**config.mk**
```make
export PLATFORM = sky130hd
export DESIGN_NAME = square_wave_calc_flat
export DESIGN_NICKNAME = d
export VERILOG_FILES = /design/src/rtl/square_wave_calc_if.sv /design/src/rtl/square_wave_calc.sv /design/src/flat_wrapper.sv
export SDC_FILE = /design/constraint.sdc
export NUM_CORES = 1
export LEC_CHECK = 0
export CAP_MARGIN = 5
export CORE_MARGIN = 2
export CORE_UTILIZATION = 45
export CTS_CLUSTER_DIAMETER = 120
export CTS_CLUSTER_SIZE = 10
export DETAILED_ROUTE_END_ITERATION = 12
export PLACE_DENSITY_LB_ADDON = 0.3
export RECOVER_POWER = 25
export SYNTH_ARGS = -nofsm -noshare
export SYNTH_HDL_FRONTEND = slang
export SYNTH_SLANG_ARGS = --single-unit
```
**constraint.sdc**
```tcl
create_clock -name sys_clk -period 8.1 [get_ports sys_clk]
set_clock_uncertainty 0.2 [all_clocks]
set_input_delay 1.215 -clock sys_clk [delete_from_list [all_inputs] [get_ports sys_clk]]
set_output_delay 1.215 -clock sys_clk [all_outputs]
set_load 0.1 [all_outputs]
```
**src/rtl/square_wave_calc_if.sv**
```systemverilog
// Measurement-in / result-out bundle for the square-wave calculator.
// The master drives a measurement word and observes the results; the slave is the calculator.
interface square_wave_calc_if;
    logic        meas_valid;
    logic        meas_ready;
    logic [15:0] meas_cycles;
    logic [31:0] meas_period;
    logic [31:0] meas_high;
    logic        res_valid;
    logic [31:0] res_freq;
    logic [9:0]  res_duty;
    logic        res_err;
    logic        busy;

    modport master (
        output meas_valid, meas_cycles, meas_period, meas_high,
        input  meas_ready, res_valid, res_freq, res_duty, res_err, busy
    );

    modport slave (
        input  meas_valid, meas_cycles, meas_period, meas_high,
        output meas_ready, res_valid, res_freq, res_duty, res_err, busy
    );
endinterface

```
**src/rtl/square_wave_calc.sv**
```systemverilog
// Square-wave calculator: turns period/high-time tick counts into frequency (Hz) and
// duty cycle (permille) using one shared serial restoring divider, one quotient bit per clock.
// The frequency divide runs first, then the same divider is reloaded for the duty divide.
module square_wave_calc #(
    parameter int unsigned PLL_FREQ   = 200_000_000,
    parameter int unsigned DUTY_SCALE = 1000,
    parameter int unsigned DIV_W      = 48
) (
    input  logic              sys_clk,
    input  logic              sys_rst,
    square_wave_calc_if.slave bus
);

    localparam int unsigned ITER_W = $clog2(DIV_W + 1);

    typedef enum logic [2:0] {
        IDLE,
        LOAD,
        CHECK,
        DIV_F,
        DIV_D,
        DONE
    } state_t;

    state_t              r_state;
    logic                r_ready;
    logic [15:0]         r_cycles;
    logic [31:0]         r_period;
    logic [31:0]         r_high;
    logic [DIV_W-1:0]    r_quo;
    logic [31:0]         r_rem;
    logic [ITER_W-1:0]   r_iter;
    logic [31:0]         r_freqQ;
    logic                r_resValid;
    logic [31:0]         r_resFreq;
    logic [9:0]          r_resDuty;
    logic                r_resErr;

    logic [32:0]         w_trial;
    logic                w_ge;
    logic [31:0]         w_remNext;
    logic [DIV_W-1:0]    w_quoNext;
    logic [31:0]         w_freqSat;
    logic                w_badInput;

    // One restoring-division step: shift the next dividend bit into the remainder and subtract if it fits
    always_comb begin
        w_trial    = {r_rem, r_quo[DIV_W-1]};
        w_ge       = (w_trial >= {1'b0, r_period});
        w_remNext  = w_ge ? 32'(w_trial - {1'b0, r_period}) : w_trial[31:0];
        w_quoNext  = {r_quo[DIV_W-2:0], w_ge};
        w_freqSat  = (|w_quoNext[DIV_W-1:32]) ? 32'hFFFF_FFFF : w_quoNext[31:0];
        w_badInput = (r_period == 32'd0) || (r_cycles == 16'd0) || (r_high > r_period);
    end

    // Control FSM, shared divider datapath and registered result outputs
    always_ff @(posedge sys_clk) begin
        if (sys_rst) begin
            r_state    <= IDLE;
            r_ready    <= 1'b1;
            r_cycles   <= '0;
            r_period   <= '0;
            r_high     <= '0;
            r_quo      <= '0;
            r_rem      <= '0;
            r_iter     <= '0;
            r_freqQ    <= '0;
            r_resValid <= 1'b0;
            r_resFreq  <= '0;
            r_resDuty  <= '0;
            r_resErr   <= 1'b0;
        end else begin
            r_resValid <= 1'b0;
            case (r_state)
                IDLE: begin
                    if (bus.meas_valid && r_ready) begin
                        r_cycles <= bus.meas_cycles;
                        r_period <= bus.meas_period;
                        r_high   <= bus.meas_high;
                        r_ready  <= 1'b0;
                        r_state  <= LOAD;
                    end
                end
                LOAD: begin
                    r_quo   <= DIV_W'(r_cycles) * DIV_W'(PLL_FREQ);
                    r_rem   <= '0;
                    r_iter  <= '0;
                    r_state <= CHECK;
                end
                CHECK: begin
                    if (w_badInput) begin
                        r_resFreq  <= '0;
                        r_resDuty  <= '0;
                        r_resErr   <= 1'b1;
                        r_resValid <= 1'b1;
                        r_state    <= DONE;
                    end else begin
                        r_state <= DIV_F;
                    end
                end
                DIV_F: begin
                    r_quo <= w_quoNext;
                    r_rem <= w_remNext;
                    if (r_iter == ITER_W'(DIV_W - 1)) begin
                        r_freqQ <= w_freqSat;
                        r_iter  <= '0;
                        r_state <= DIV_D;
                    end else begin
                        r_iter <= r_iter + 1'b1;
                    end
                end
                DIV_D: begin
                    // First cycle reloads the shared divider with the duty dividend
                    if (r_iter == '0) begin
                        r_quo  <= DIV_W'(r_high) * DIV_W'(DUTY_SCALE);
                        r_rem  <= '0;
                        r_iter <= ITER_W'(1);
                    end else begin
                        r_quo <= w_quoNext;
                        r_rem <= w_remNext;
                        if (r_iter == ITER_W'(DIV_W)) begin
                            r_resFreq  <= r_freqQ;
                            r_resDuty  <= w_quoNext[9:0];
                            r_resErr   <= 1'b0;
                            r_resValid <= 1'b1;
                            r_state    <= DONE;
                        end else begin
                            r_iter <= r_iter + 1'b1;
                        end
                    end
                end
                DONE: begin
                    r_ready <= 1'b1;
                    r_state <= IDLE;
                end
                default: begin
                    r_ready <= 1'b1;
                    r_state <= IDLE;
                end
            endcase
        end
    end

    assign bus.meas_ready = r_ready;
    assign bus.busy       = ~r_ready;
    assign bus.res_valid  = r_resValid;
    assign bus.res_freq   = r_resFreq;
    assign bus.res_duty   = r_resDuty;
    assign bus.res_err    = r_resErr;

endmodule

```
**src/flat_wrapper.sv**
```systemverilog
// flat-port wrapper written by rule: the top's interface ports become plain ports
module square_wave_calc_flat 
#(
    parameter int unsigned PLL_FREQ   = 200_000_000,
    parameter int unsigned DUTY_SCALE = 1000,
    parameter int unsigned DIV_W      = 48
)
  (sys_clk, sys_rst, bus_meas_valid, bus_meas_cycles, bus_meas_period, bus_meas_high, bus_meas_ready, bus_res_valid, bus_res_freq, bus_res_duty, bus_res_err, bus_busy);
  square_wave_calc_if bus_i ();
  input  logic sys_clk;
  input  logic sys_rst;
  input wire logic [$bits(bus_i.meas_valid)-1:0] bus_meas_valid;
  input wire logic [$bits(bus_i.meas_cycles)-1:0] bus_meas_cycles;
  input wire logic [$bits(bus_i.meas_period)-1:0] bus_meas_period;
  input wire logic [$bits(bus_i.meas_high)-1:0] bus_meas_high;
  output wire logic [$bits(bus_i.meas_ready)-1:0] bus_meas_ready;
  output wire logic [$bits(bus_i.res_valid)-1:0] bus_res_valid;
  output wire logic [$bits(bus_i.res_freq)-1:0] bus_res_freq;
  output wire logic [$bits(bus_i.res_duty)-1:0] bus_res_duty;
  output wire logic [$bits(bus_i.res_err)-1:0] bus_res_err;
  output wire logic [$bits(bus_i.busy)-1:0] bus_busy;
  assign bus_i.meas_valid = bus_meas_valid;
  assign bus_i.meas_cycles = bus_meas_cycles;
  assign bus_i.meas_period = bus_meas_period;
  assign bus_i.meas_high = bus_meas_high;
  assign bus_meas_ready = bus_i.meas_ready;
  assign bus_res_valid = bus_i.res_valid;
  assign bus_res_freq = bus_i.res_freq;
  assign bus_res_duty = bus_i.res_duty;
  assign bus_res_err = bus_i.res_err;
  assign bus_busy = bus_i.busy;
  square_wave_calc #(.PLL_FREQ(PLL_FREQ), .DUTY_SCALE(DUTY_SCALE), .DIV_W(DIV_W)) u_core (.sys_clk(sys_clk), .sys_rst(sys_rst), .bus(bus_i));
endmodule
```
==> out/results.md, run 1 <==
| Item | This run | Unit |
|---|---|---|
| GRT Residual Overflow | 0 | - |
| Worst-path fanout max | 7 | - |
| Core region area | 50000 | sq um |
| Max-slew violations | 199 | - |
| Final sum of negative setup slack | 0 | ns |
| Final setup viols | 0 | - |
| Die height | 228 | um |
| Antenna violations before repair | 0 | - |
| Library cells used by synthesis | 81 | - |
| Required time of the critical path | 8.40 | ns |
| P per Cell Area | 309 | nW/um^2 |
| Path type of the worst min-delay path | register to register | - |
| TritonCTS clock tree | built | - |
| Hold path depth | 1 | - |
| Post-detailed-route via-to-cell ratio | 5.59 | - |
| Worst vdd ir | 0.230 | mV |
| Cell area after synthesis | 22700 | sq um |
| Worst setup path class | register to register | - |
| Synthesis-stage register bit count | 246 | - |
| Placement-stage worst setup slack | 1.39 | ns |
| Cell with the biggest individual delay on the critical path | sky130_fd_sc_hd__fa_1 | - |
| CTS H-tree depth | 1 | - |
| Pin count of the biggest net entering global routing | 81 | - |
| Hold Buf Count CTS | 0 | - |
| Antenna viol nets, final | 0 | - |
| Total wire length after detailed routing | 63700 | um |
| Slew headroom | -1.56 | - |
| Unrepaired setup endpoints after global routing | no | - |
| I/O pin total | 129 | - |
| Number of hold violations in the final report | 0 | - |
| Crit-path most repeated cell | sky130_fd_sc_hd__fa_1 | - |
| First-pass DRT Iterations | 7 | - |
| Failing checks | max-capacitance violations, max-slew violations | - |
| Clock transition time at the flip-flop clock pins of the worst setup and hold paths | 0.06 | ns |
| WL/cell | 19.3 | um |
| R2R setup slack | 1.36 | ns |
| Post-CTS setup buffer count | 0 | - |
| Die Outline Area | 52200 | sq um |
| Cell count of the worst reg-to-reg path | 20 | - |
| DRC violation count after routing | 0 | - |
| Count of fill cells added during filler insertion | 4677 | - |
| Buffer cell driving the clock tree root | sky130_fd_sc_hd__clkbuf_16 | - |
| Number of enable flip-flop cells after synthesis | 0 | - |
| TritonCTS buffer count | 28 | - |
| Cell count after synthesis | 2558 | - |
| Sequential cell area fraction in the yosys report | 0.217 | - |
| Initial cell density of the core | 0.454 | - |
| Total of warnings raised by yosys | 0 | - |
| Vias after detailed routing | 18449 | - |
| Ratio of final minimum period to clock period | 0.832 | - |
| Fmax achieved | 0.148 | GHz |
| Crit path largest cell delay | 0.61 | ns |
| Number of violations of the max-capacitance limit | 4 | - |
| Count of cells resized by post-cts repair | 0 | - |
| Die width | 228 | um |
| Synthesized netlist net count | 3139 | - |
| Share of post-route cells with drive strength above 1 | 0.0407 | - |
| Number of sinks driven by the clock tree | 246 | - |
| Arr. time, crit path | 7.04 | ns |
| HPWL after detailed placement | 51300 | um |
| Shortest period the worst path allows | 6.74 | ns |
| Result of the run | complete, but fails checks | - |
| RD Place Congestion | 0.934 | - |
| Synthesis-to-layout area growth | 11.3 | % |
| Wire length of the first global-routing pass | 100000 | um |
| Post-synth ARST share | 0 | - |
| Diodes inserted | 0 | - |
| Final worst slack | 1.36 | ns |
| Clock network latency to the later pin of the worst-skew pair | 0.60 | ns |
| Actual transition at the worst max-transition pin | 3.85 | ns |
| Maximum number of buffers from clock root to sink | 3 | - |
| Initial drt markers | 1016 | - |
| Leading register cell type out of synthesis | sky130_fd_sc_hd__dfxtp_1 | - |
| Row cnt | 82 | - |
| Cell-by-cell trace of the critical path | fa_1, inv_1, fa_1, fa_1, inv_1, fa_1, fa_1, inv_1, fa_1, inv_1, ha_1, a21o_1, a311oi_1, o21a_1, o31ai_1, a211oi_1, o21ai_0, a221o_1, a21oi_1, nand3b_1 | - |
| Cell leakage power | 11.4 | nW |
| Count of input and output buffers | 128 | - |
| Layout net count | 3207 | - |
| Crit start category | register | - |
| Overall track demand over capacity in global routing | 0.239 | - |
| Post-Syn Area per Cell | 8.86 | sq um |
| Category of the worst setup path capture point | register | - |
| Number of global-route vias before repair | 18510 | - |
## per-layer routing
layer	part of all wire	wire length (um)	vias to the layer above	track usage
li1	-	-	8873	-
met1	0.45	28900	8993	0.319
met2	0.47	30000	484	0.404
met3	0.041	2620	99	0.0222
met4	0.035	2230	0	0.0866
met5	0	0	-	0
## worst max-delay path, delay by kind of cell (launching register included)
kind	cells	cell delay (ns)
compound gates	8	2.05
fa+ha+maj	7	3.62
buf+inv	4	0.28
flops	1	0.41
simple gates	1	0.11
## report_power, final
group	leakage, nW	internal [mW]	switching, mW
Clock	0.362	0.610	0.507
Combinational	9.03	1.95	3.24
Sequential	2.00	1.32	0.163
## placed cells by master, fill, tap and decap left out, types with 9 or more instances in the layout
cell type and n:
sky130_fd_sc_hd__nand2_1 274, sky130_fd_sc_hd__inv_1 396, sky130_fd_sc_hd__o21ai_1 11, sky130_fd_sc_hd__o211ai_1 14, sky130_fd_sc_hd__a22o_1 56, sky130_fd_sc_hd__and3_1 15, sky130_fd_sc_hd__a21o_1 50, sky130_fd_sc_hd__a22oi_1 9
sky130_fd_sc_hd__o221a_2 33, sky130_fd_sc_hd__buf_4 10, sky130_fd_sc_hd__nand3_1 26, sky130_fd_sc_hd__mux2i_1 14, sky130_fd_sc_hd__nor2b_1 11, sky130_fd_sc_hd__clkbuf_16 28, sky130_fd_sc_hd__a211oi_1 20, sky130_fd_sc_hd__nor3_1 36
sky130_fd_sc_hd__nor2_1 122, sky130_fd_sc_hd__o21a_1 19, sky130_fd_sc_hd__o21bai_1 11, sky130_fd_sc_hd__o31ai_1 10, sky130_fd_sc_hd__a21oi_1 207, sky130_fd_sc_hd__nand4_1 27, sky130_fd_sc_hd__o21ai_0 94, sky130_fd_sc_hd__ha_1 272
sky130_fd_sc_hd__a221oi_1 17, sky130_fd_sc_hd__nand2b_1 9, sky130_fd_sc_hd__clkdlybuf4s50_1 126, sky130_fd_sc_hd__dfxtp_1 246, sky130_fd_sc_hd__nor4_1 20, sky130_fd_sc_hd__xor2_1 40, sky130_fd_sc_hd__xnor2_1 41, sky130_fd_sc_hd__a311oi_1 9
sky130_fd_sc_hd__a221o_1 12, sky130_fd_sc_hd__fa_1 226
## synth_stat cells, types with 11 or more instances
| cell | number | share of area |
|---|---|---|
| sky130_fd_sc_hd__a211oi_1 | 20 | 0.0066 |
| sky130_fd_sc_hd__a21o_1 | 50 | 0.017 |
| sky130_fd_sc_hd__a21oi_1 | 208 | 0.046 |
| sky130_fd_sc_hd__a221o_1 | 12 | 0.0053 |
| sky130_fd_sc_hd__a221oi_1 | 17 | 0.0066 |
| sky130_fd_sc_hd__a22o_1 | 56 | 0.022 |
| sky130_fd_sc_hd__and3_1 | 15 | 0.0041 |
| sky130_fd_sc_hd__clkbuf_1 | 89 | 0.015 |
| sky130_fd_sc_hd__dfxtp_1 | 246 | 0.22 |
| sky130_fd_sc_hd__fa_1 | 226 | 0.20 |
| sky130_fd_sc_hd__ha_1 | 272 | 0.15 |
| sky130_fd_sc_hd__inv_1 | 396 | 0.066 |
| sky130_fd_sc_hd__mux2i_1 | 14 | 0.0062 |
| sky130_fd_sc_hd__nand2_1 | 275 | 0.046 |
| sky130_fd_sc_hd__nand3_1 | 26 | 0.0057 |
| sky130_fd_sc_hd__nand4_1 | 27 | 0.0074 |
| sky130_fd_sc_hd__nor2_1 | 124 | 0.021 |
| sky130_fd_sc_hd__nor2b_1 | 11 | 0.0030 |
| sky130_fd_sc_hd__nor3_1 | 37 | 0.0082 |
| sky130_fd_sc_hd__nor4_1 | 21 | 0.0058 |
| sky130_fd_sc_hd__o211ai_1 | 14 | 0.0046 |
| sky130_fd_sc_hd__o21a_1 | 19 | 0.0063 |
| sky130_fd_sc_hd__o21ai_0 | 95 | 0.021 |
| sky130_fd_sc_hd__o21ai_1 | 11 | 0.0024 |
| sky130_fd_sc_hd__o21bai_1 | 11 | 0.0036 |
| sky130_fd_sc_hd__o221a_2 | 33 | 0.016 |
| sky130_fd_sc_hd__xnor2_1 | 41 | 0.016 |
| sky130_fd_sc_hd__xor2_1 | 40 | 0.015 |
## cells by family after synthesis
logic type      share of synthesized area
compound gates                      0.200
simple gates                        0.110
buf+inv                            0.0850
fa+ha+maj                           0.350
flops                               0.217
xor+xnor                           0.0313
mux                               0.00618
## final timing paths
kind | start | to
worst min-delay path | u_core.bus.res_freq[15] | u_core.bus.res_freq[15]
worst min register to register | u_core.bus.res_freq[15] | u_core.bus.res_freq[15]
worst max register to register | u_core.r_cycles[13] | u_core.r_quo[42]
worst max-delay path | u_core.r_cycles[13] | u_core.r_quo[42]
## state kept, by name, indices dropped and copies added (netlist names), 3 cells and up
| register | flops |
|---|---|
| u_core.r_iter | 6 |
| u_core.bus.res_duty | 10 |
| u_core.r_period | 32 |
| u_core.r_high | 32 |
| u_core.bus.res_freq | 32 |
| u_core.r_rem | 32 |
| u_core.r_state | 3 |
| u_core.r_cycles | 16 |
| u_core.r_freqQ | 32 |
| u_core.r_quo | 48 |
## area by class of cell
type | count | area (sq um) | share of cell area
timing repair buffer | 141 | 1360 | 0.0539
clock buffer | 29 | 704 | 0.0279
inverter | 398 | 1490 | 0.0592
sequential | 246 | 4920 | 0.195
tap | 672 | 841 | 0.0333
clock inverter | 2 | 35.0 | 0.00139
multi-input combinational | 1811 | 15900 | 0.629
## through the flow
stage	total power [mW]	utilization	cells	hold slack [ns]	area [sq um]
floorplan	5.22	-	2558	0.244	22700
global placement	6.62	0.491	3268	0.255	24500
detailed placement	6.67	0.491	3268	0.259	24500
CTS	7.83	0.505	3299	0.273	25300
global route	8.50	0.505	3299	0.286	25200
finish	7.79	0.505	3299	0.270	25200
Power figures use the tool's default switching activity.
==> run 2: changes to the inputs <==
==> constraint.sdc (replaced) <==
create_clock -name sys_clk -period 7.05 [get_ports sys_clk]
set_clock_uncertainty 0.2 [all_clocks]
set_input_delay 1.0575 -clock sys_clk [delete_from_list [all_inputs] [get_ports sys_clk]]
set_output_delay 1.0575 -clock sys_clk [all_outputs]
set_load 0.1 [all_outputs]
==> run 2 against run 1 <==
Die area did not move. Non-clock buffer count rose by 4. Power rose by 16%. Worst setup slack got worse by 0.87 ns. Via count rose by 0.29%. Wire length rose by 0.15%. Global-route usage rose by 0.22 points. Sequential cell count did not move. The flow still finishes with violations (max-capacitance violations, max-slew violations).
==> out/results.md, run 2 (synthesis gave the netlist of run 1 again) <==
| Item | This run | Unit | Delta |
|---|---|---|---|
| Die width | 228 | um | unchanged |
| Register Area | 4920 | sq um | unchanged |
| Row cnt | 82 | - | unchanged |
| Most used cells in the layout excluding fill and tap cells | sky130_fd_sc_hd__inv_1 (396), sky130_fd_sc_hd__nand2_1 (274), sky130_fd_sc_hd__ha_1 (272) | - | unchanged |
| Result of the run | complete, but fails checks | - | unchanged |
| Worst vdd ir | 0.264 | mV | was 0.230 mV |
| Clock network latency to the later pin of the worst-skew pair | 0.58 | ns | was 0.60 ns |
| Dominant delay contributor by cell family on the critical path | adder cells | - | unchanged |
| Routed length on met2 | 30200 | um | was 30000 um |
| Buffer cell driving the clock tree root | sky130_fd_sc_hd__clkbuf_16 | - | unchanged |
| Max-slew violations | 98 | - | was 199 |
| Post-CTS setup buffer count | 0 | - | unchanged |
| HPWL after detailed placement | 51300 | um | about the same |
| I/O pin total | 129 | - | unchanged |
| Combined buffer and inverter count along the critical path | 4 | - | unchanged |
| Cell count of the worst reg-to-reg path | 20 | - | unchanged |
| Initial drt markers | 1092 | - | was 1016 |
| Number of violations of the max-capacitance limit | 2 | - | was 4 |
| Top Layer Used | met5 | - | was met4 |
| Cell leakage power | 11.5 | nW | was 11.4 nW |
| TritonCTS clock tree | built | - | unchanged |
| Number of global-route vias before repair | 18747 | - | was 18510 |
| Shortest period the worst path allows | 6.57 | ns | was 6.74 ns |
| Category of the worst setup path capture point | register | - | unchanged |
| Final sum of negative setup slack | 0 | ns | unchanged |
| Clock transition time at the flip-flop clock pins of the worst setup and hold paths | 0.07 | ns | was 0.06 ns |
| Count of input and output buffers | 128 | - | unchanged |
| Most common cell after layout, fill and taps aside | sky130_fd_sc_hd__inv_1 | - | unchanged |
| Die height | 228 | um | unchanged |
| Flip-flop count of the largest register after layout | 48 | - | unchanged |
| Ratio of final minimum period to clock period | 0.931 | - | was 0.832 |
| Slew headroom | -0.993 | - | was -1.56 |
| Antenna violations before repair | 3 | - | was 0 |
| Met3 WL post-DR | 3550 | um | was 2620 um |
| GRT Residual Overflow | 0 | - | unchanged |
| Final setup viols | 0 | - | unchanged |
| Share of post-route cells with drive strength above 1 | 0.0444 | - | was 0.0407 |
| Layout net count | 3212 | - | was 3207 |
| Crit path largest cell delay | 0.62 | ns | was 0.61 ns |
| Hold path depth | 1 | - | unchanged |
| Number of hold violations in the final report | 0 | - | unchanged |
| Register ranked first by flip-flop count | u_core.r_quo | - | unchanged |
| Failing checks | max-capacitance violations, max-slew violations | - | unchanged |
| Worst-path fanout max | 7 | - | unchanged |
| Path type of the worst min-delay path | register to register | - | unchanged |
| Hold WS | 0.262 | ns | was 0.270 ns |
| DRC violation count after routing | 0 | - | unchanged |
| Arr. time, crit path | 6.77 | ns | was 7.04 ns |
| Synthesis-to-layout area growth | 11.7 | % | was 11.3% |
| Actual transition at the worst max-transition pin | 2.99 | ns | was 3.85 ns |
| Pin count of the biggest net entering global routing | 81 | - | unchanged |
| Cell-by-cell trace of the critical path | fa_1, inv_1, fa_1, fa_1, inv_1, fa_1, fa_1, inv_1, fa_1, inv_1, ha_1, a21o_1, a311oi_1, o21a_1, o31ai_1, a211oi_2, nor2_1, xor2_1, a221oi_1, o32ai_1 | - | was fa_1, inv_1, fa_1, fa_1, inv_1, fa_1, fa_1, inv_1, fa_1, inv_1, ha_1, a21o_1, a311oi_1, o21a_1, o31ai_1, a211oi_1, o21ai_0, a221o_1, a21oi_1, nand3b_1 |
| Initial cell density of the core | 0.454 | - | unchanged |
| Worst setup path class | register to register | - | unchanged |
| Crit-path most repeated cell | sky130_fd_sc_hd__fa_1 | - | unchanged |
| Combined area of the multi-input logic cells | 15900 | sq um | about the same |
| Total wire length after detailed routing | 63800 | um | was 63700 um |
| Total stage count of the critical path | 20 | - | unchanged |
| Number of sinks driven by the clock tree | 246 | - | unchanged |
| P per Cell Area | 356 | nW/um^2 | was 309 nW/um^2 |
| Cell with the biggest individual delay on the critical path | sky130_fd_sc_hd__fa_1 | - | unchanged |
| TritonCTS buffer count | 29 | - | was 28 |
| RD Place Congestion | 0.938 | - | was 0.934 |
| Count of fill cells added during filler insertion | 4763 | - | was 4677 |
| Maximum number of buffers from clock root to sink | 3 | - | unchanged |
| Vias after detailed routing | 18503 | - | was 18449 |
| Required time of the critical path | 7.25 | ns | was 8.40 ns |
| CTS H-tree depth | 1 | - | unchanged |
| Fmax achieved | 0.152 | GHz | was 0.148 GHz |
| Crit start category | register | - | unchanged |
| Antenna viol nets, final | 0 | - | unchanged |
| Total chip power | 9.01 | mW | was 7.79 mW |
| First-pass DRT Iterations | 6 | - | was 7 |
| Die Outline Area | 52200 | sq um | unchanged |
| Unrepaired setup endpoints after global routing | no | - | unchanged |
| Core region area | 50000 | sq um | unchanged |
| Post-detailed-route via-to-cell ratio | 5.59 | - | about the same |
| Wire length of the first global-routing pass | 101000 | um | was 100000 um |
| WL/cell | 19.3 | um | about the same |
| Met1 Wirelength | 27900 | um | was 28900 um |
| Overall track demand over capacity in global routing | 0.241 | - | was 0.239 |
==> run 2: cell types whose count changed in the layout (fill, tap and decap cells not counted), sizes merged <==
cell	delta
clkdlybuf4s50	-10
dlygate4sd3	+10
buf	+7
diode	+4
clkbuf	-2
clkinv	-2
inv	+2
clkinvlp	+1
==> run 2: path summary, 6_finish.rpt <==
path                                 from                       to  slack [ns]
setup / recovery      u_core.r_cycles[13]         u_core.r_quo[36]        0.48
hold / removal    u_core.bus.res_freq[19]  u_core.bus.res_freq[19]        0.26
setup reg to reg      u_core.r_cycles[13]         u_core.r_quo[36]        0.48
hold reg to reg   u_core.bus.res_freq[19]  u_core.bus.res_freq[19]        0.26
==> run 2: per-layer routing <==
metal  vias to the layer above  track usage
li1                       8896            -
met1                      9031        0.310
met2                       468        0.409
met3                       106       0.0420
met4                         2       0.0823
met5                         -            0
==> run 2: area by class of cell <==
class                   instances  share of cell area
flip-flops and latches        246               0.195
inverters                     398              0.0590
repair buffers                145              0.0554
diodes                          4            0.000395
clock buffers                  30              0.0292
multi-input cells            1811               0.627
clock inverters                 3            0.000988
well taps                     672              0.0332
==> run 2: what timing repair did <==
item                                    4_1_cts  5_1_grt
hold buffers                                  0        0
resized for setup                             0        1
endpoints found under the setup margin        0        1
==> run 2: report_power, final <==
group	switching (mW)	total, mW	leakage, nW	internal (mW)
Clock	0.592	1.33	0.374	0.734
Combinational	3.75	5.99	9.09	2.24
Sequential	0.180	1.70	2.00	1.52
==> run 2: stage by stage <==
step            util  setup WS [ns]  cells  area (sq um)
2_1_floorplan      -          0.940   2558         22700
3_5_place_dp   0.491          0.335   3272         24500
5_1_grt        0.507          0.153   3305         25300
6_report       0.507          0.483   3309         25300
3_3_place_gp   0.491          0.418   3272         24500
4_1_cts        0.507          0.285   3305         25300
